[src/rtl/lfsr_seq_pkg.sv]
// rtl/lfsr_seq_pkg.sv - shared types and constants for the LFSR seed/word sequencer
//
// Contents:
//   seq_state_t  sequencer FSM state encoding
//   LFSR_LEN     core length in stages
//   LOAD_CYCLES  cycles spent shifting a seed into the core
//   seed_bit()   seed bit driven at a given load step, MSB first
package lfsr_seq_pkg;

    localparam int LFSR_LEN    = 3;
    localparam int LOAD_CYCLES = 3;

    typedef enum logic [2:0] {
        IDLE   = 3'd0,
        LOAD   = 3'd1,
        SEEDED = 3'd2,
        GEN    = 3'd3,
        HOLD   = 3'd4
    } seq_state_t;

    // Step 0 drives seed[2], step 1 seed[1], step 2 seed[0].
    function automatic logic seed_bit(input logic [LFSR_LEN-1:0] s,
                                      input logic [1:0]          idx);
        return s[2'(LFSR_LEN - 1) - idx];
    endfunction

endpackage

[src/rtl/lfsr_sequencer_bit_deser.sv]
// rtl/lfsr_sequencer_bit_deser.sv - serial-to-parallel word assembler with bit counter
//
// Ports:
//   clk       rising-edge clock
//   rst       asynchronous active-low reset
//   shift_en  shift bit_in into the LSB this cycle
//   bit_in    serial input bit
//   data      assembled word, first bit ends up in the MSB
//   done      high on the cycle whose shift completes a word
module bit_deser #(
    parameter int WORD_W = 8
) (
    input  logic              clk,
    input  logic              rst,
    input  logic              shift_en,
    input  logic              bit_in,
    output logic [WORD_W-1:0] data,
    output logic              done
);

    localparam int CW = (WORD_W > 1) ? $clog2(WORD_W) : 1;

    logic [CW-1:0] cnt;

    assign done = shift_en && (cnt == CW'(WORD_W - 1));

    always_ff @(posedge clk or negedge rst) begin
        if (!rst) begin
            data <= '0;
            cnt  <= '0;
        end else if (shift_en) begin
            data <= {data[WORD_W-2:0], bit_in};
            // Counter wraps on the completing shift so the next word starts clean.
            cnt  <= done ? '0 : cnt + 1'b1;
        end
    end

endmodule

[src/rtl/lfsr_sequencer.sv]
// rtl/lfsr_sequencer.sv - seeds a 3-stage LFSR core and packs its output into random words
//
// Ports:
//   clk, rst                     clock, asynchronous active-low reset
//   seed_valid/seed_ready        seed offer handshake, seed_data[2] shifted first
//   seed_data                    3-bit seed
//   seed_err                     one-cycle pulse when a lock-state seed is refused
//   req                          level request for words
//   word_valid/word_ready        word handshake
//   word_data                    WORD_W-bit word, first sampled bit in MSB
//   lfsr_ena, lfsr_seed          drive the core's ena/seed pins
//   lfsr_out                     core serial output
//   busy                         high in LOAD, GEN and HOLD
module lfsr_sequencer
    import lfsr_seq_pkg::*;
#(
    parameter int WORD_W = 8
) (
    input  logic              clk,
    input  logic              rst,
    input  logic              seed_valid,
    output logic              seed_ready,
    input  logic [2:0]        seed_data,
    output logic              seed_err,
    input  logic              req,
    output logic              word_valid,
    input  logic              word_ready,
    output logic [WORD_W-1:0] word_data,
    output logic              lfsr_ena,
    output logic              lfsr_seed,
    input  logic              lfsr_out,
    output logic              busy
);

    seq_state_t          state;
    logic [1:0]          load_cnt;
    logic [LFSR_LEN-1:0] seed_q;
    logic                deser_done;

    bit_deser #(.WORD_W(WORD_W)) u_deser (
        .clk      (clk),
        .rst      (rst),
        .shift_en (state == GEN),
        .bit_in   (lfsr_out),
        .data     (word_data),
        .done     (deser_done)
    );

    // All outputs are assigned alongside the state they belong to, so each
    // one is registered and always consistent with the current state.
    always_ff @(posedge clk or negedge rst) begin
        if (!rst) begin
            state      <= IDLE;
            load_cnt   <= '0;
            seed_q     <= '0;
            seed_ready <= 1'b1;
            seed_err   <= 1'b0;
            word_valid <= 1'b0;
            lfsr_ena   <= 1'b0;
            lfsr_seed  <= 1'b0;
            busy       <= 1'b0;
        end else begin
            seed_err <= 1'b0;
            case (state)
                IDLE, SEEDED: begin
                    if (seed_valid) begin
                        // Seed bits [1:0] land in d2:d1; both zero is the lock state.
                        if (seed_data[1:0] == 2'b00) begin
                            seed_err <= 1'b1;
                        end else begin
                            state      <= LOAD;
                            seed_q     <= seed_data;
                            load_cnt   <= '0;
                            seed_ready <= 1'b0;
                            busy       <= 1'b1;
                            lfsr_ena   <= 1'b0;
                            lfsr_seed  <= seed_bit(seed_data, 2'd0);
                        end
                    end else if (state == SEEDED && req) begin
                        state      <= GEN;
                        seed_ready <= 1'b0;
                        busy       <= 1'b1;
                    end
                end
                LOAD: begin
                    if (load_cnt == 2'(LOAD_CYCLES - 1)) begin
                        lfsr_ena  <= 1'b1;
                        lfsr_seed <= 1'b0;
                        if (req) begin
                            state <= GEN;
                        end else begin
                            state      <= SEEDED;
                            busy       <= 1'b0;
                            seed_ready <= 1'b1;
                        end
                    end else begin
                        load_cnt  <= load_cnt + 2'd1;
                        lfsr_seed <= seed_bit(seed_q, load_cnt + 2'd1);
                    end
                end
                GEN: begin
                    if (deser_done) begin
                        state      <= HOLD;
                        word_valid <= 1'b1;
                    end
                end
                HOLD: begin
                    if (word_ready) begin
                        word_valid <= 1'b0;
                        if (req) begin
                            state <= GEN;
                        end else begin
                            state      <= SEEDED;
                            busy       <= 1'b0;
                            seed_ready <= 1'b1;
                        end
                    end
                end
                default: begin
                    state      <= IDLE;
                    seed_ready <= 1'b1;
                    word_valid <= 1'b0;
                    lfsr_ena   <= 1'b0;
                    lfsr_seed  <= 1'b0;
                    busy       <= 1'b0;
                end
            endcase
        end
    end

endmodule

[config.mk]
export PLATFORM = sky130hd
export DESIGN_NAME = lfsr_sequencer
export DESIGN_NICKNAME = d
export VERILOG_FILES = /design/src/rtl/lfsr_seq_pkg.sv /design/src/rtl/lfsr_sequencer_bit_deser.sv /design/src/rtl/lfsr_sequencer.sv
export SDC_FILE = /design/constraint.sdc
export NUM_CORES = 1
export LEC_CHECK = 0
export ABC_CLOCK_PERIOD_IN_PS = 3900
export BUFFER_PORTS_ARGS = -buffer_cell sky130_fd_sc_hd__buf_2
export CORE_MARGIN = 2
export CORE_UTILIZATION = 40
export DETAILED_ROUTE_END_ITERATION = 8
export GPL_TIMING_DRIVEN = 1
export PLACE_DENSITY_LB_ADDON = 0.1
export SLEW_MARGIN = 20
export SYNTH_ARGS = -nofsm -noshare
export SYNTH_HDL_FRONTEND = slang
export SYNTH_SLANG_ARGS = --single-unit
[constraint.sdc]
create_clock -name clk -period 3.9 [get_ports clk]
set_clock_uncertainty 0.1 [all_clocks]
set_input_delay 0.39 -clock clk [delete_from_list [all_inputs] [get_ports clk]]
set_output_delay 0.39 -clock clk [all_outputs]
set_load 0.05 [all_outputs]
==> results.cfg <==
[status]
status = completed

[yosys]
synth_nets = 130
avgSynthCellArea_um2 = 10.6
netlist_area_mm2 = 0.00125
synth_common_cells = dfrtp_1 (24), nand2_1 (16), mux2_2 (9)
ys_ff_latch = 25
yosysWarnings = 0
yosysMostFrequentCell = dfrtp_1
ys_seq_area_share_pct = 50.3
synth_cells = 118
yosys.area.top_type = dfrtp_1
synth-edff-count = 0
synth_ff_type = dfrtp_1
async_flop_share_pct = 100
ys_types = 37
netlist.area_leader.share_pct = 48.2
ys_top_cells_by_area = dfrtp_1 (48%), mux2_2 (8.1%), nand2_1 (4.8%)

[global_routing]
grt-busiest-layer = met2
grt_pass1_wl_um = 3910
grt_max_degree = 26
grt_usage_pct = 14.4
grt_pass1_vias = 874
met3_usage_pct = 2.16
gr-total-overflow = 0
use_met1_pct = 18.8
grtUsageMet2_pct = 23.4
antenna_found_initial = 0

[timing]
setup_viol = 0
maxSlewViolCount = 0
fmax_ghz = 0.548
finalWorstSetupSlack_ns = 2.08
fin_crit_ns = 1.82
slew_headroom_pct = 62.2
worstMarginPinSlew_ns = 0.567
fin_setup_tns_ns = 0
hold_viol = 0
rsz0062_at_grt = false
finalCritPeriodShare_pct = 46.8

[power]
power.switching_mw = 0.617
power_density_mw_per_mm2 = 908
leakage_nw = 0.671
finalPower_mw = 1.28
p_int_mw = 0.665
combPwrFrac_pct = 52.4
vdd_drop_max_mv = 0.353
switching_share_pct = 48.1
pwr-share-seq_pct = 38.2
p_clk_share_pct = 9.4

[final_layout]
postLayoutCellArea_mm2 = 0.00141
drive_gt1_share_pct = 30.7
nNetsFinal = 153
syn2layout_area_growth_pct = 13.3
antennaDiodeCount = 0
fill_cells = 304

[die]
rows = 20
initial_core_util_pct = 41.5
die_width_um = 59.8
core_mm2 = 0.00300
dieArea_mm2 = 0.00358
io_pins = 23
die_y_um = 59.8

[critical_path]
reg2reg_from = state[2]
crit_type = register to register
path_depth = 2
crit_end = u_deser.data[4]
reg2reg_slack_ns = 2.08
start_kind = register
cp_top_family = flip-flops
worstPathRequired_ns = 4.02
worstReg2RegEnd = u_deser.data[4]
cpMaxStageDelayCell = dfrtp_1
critPathMaxStageDelay_ns = 0.73
critPathMaxFanout = 20
crit_start = state[2]
path_cells = nand3b_1, mux2_2
end_kind = register
r2r_cells = 2
cp_num_buf_inv = 0
crit_arrival_ns = 1.95

[route]
drc_errors = 0
avgViaCountPerCell = 5.31
ant_nets = 0
routed_wl_um = 2240
post_drt_wl_per_cell_um = 12.9
vias = 918
dr.first_iter.drc_count = 51
firstDrtPassIters = 4

[worst_hold_path]
hold_class = input pin to register

[flow_run]
cap_violations = 0

[clock_tree]
clock-sinks = 25
post_cts_resized = 0
ctsHtreeMaxLevel = 1
cts.root.buffer_cell = clkbuf_4
clock_latency_ns = 0.32
clk_pin_slew_ns = 0.14
cts_buffers = 3
clockBufferDepth = 2
cts_tree = yes

[placed_design]
place_hpwl_um = 1630
port_buffers = 22
place_congestion = 0.793
place_ws_ns = 2.09
placed_cell_area_mm2 = 0.00137
[flip-flops by register name (all words and copies together), names as in the netlist]
name          count
lfsr_ena          1
state             3
u_deser.data      8
load_cnt          2
u_deser.cnt       3
busy              1
lfsr_seed         1
seed_err          1
seed_ready        1
seed_q            3
word_valid        1
[cells by family after synthesis]
logic type,share of synthesized area [%]
AOI/OAI and AO/OA,16.4
adders and majority gates,3.01
buffers and inverters,3.31
DFF,50.3
muxes,8.94
and+or+nand+nor,18.1
[worst min-delay path by stage]
stage | end | slack [ns] | from | cells past startpoint
after global routing | word_valid | 0.15 | word_ready | 2
after global placement | busy | 0.31 | rst | 1
after CTS | seed_err | 0.15 | seed_data[1] | 2
after detailed placement | busy | 0.32 | rst | 1
after floorplan | busy | -0.006 | rst | 0
final | word_valid | 0.17 | word_ready | 2
[what timing repair did]
item	4_1_cts	5_1_grt
hold endpoints to repair	24	0
setup buffers	0	0
hold buffers	1	0
[layout by cell type (no fill, tap or decap), types with 2 or more instances in the layout]
cell      instances
a21o_1            3
a21oi_1           3
a221oi_1          2
a22o_1            2
a31oi_1           2
buf_2            22
clkbuf_4          3
dfrtp_1          24
ha_1              3
inv_1             4
mux2_2            9
nand2_1          16
nand2b_1          4
nand3b_1          3
nor2_1            6
nor2b_1           2
nor3_1            2
o21ai_0           7
o21ai_2           3
or2_2             2
[power by group through the flow]
stage | clock network [mW] | logic, mW | registers [mW]
global route | 0.141 | 0.739 | 0.511
finish | 0.121 | 0.671 | 0.489
CTS | 0.126 | 0.681 | 0.491
global placement | 0 | 0.670 | 0.492
detailed placement | 0 | 0.678 | 0.497
floorplan | 0 | 0.352 | 0.682
[cell type report]
class / count / area, um^2 / area share (%)
Clock buffer: 3 / 22.5 / 1.60
Inverter: 4 / 15.0 / 1.06
Clock inverter: 1 / 7.51 / 0.532
Tap cell: 33 / 41.3 / 2.93
Timing Repair Buffer: 23 / 120 / 8.51
Multi-Input combinational cell: 84 / 578 / 41.0
Sequential cell: 25 / 627 / 44.4
[routing by layer]
metal  up-vias  share of wire, %
met1       437                46
met3         2               3.0
li1        468                 -
met2        11                50
met4         0              0.85
met5         -                 0
[stage by stage]
stage                     cells  utilization (%)  hold WS (ns)
after floorplan             118                -      -0.00559
after global routing        173             47.0         0.149
after CTS                   173             47.0         0.154
after global placement      168             45.7         0.307
after detailed placement    168             45.7         0.316
final                       173             47.0         0.168
Power figures use the tool's default switching activity.
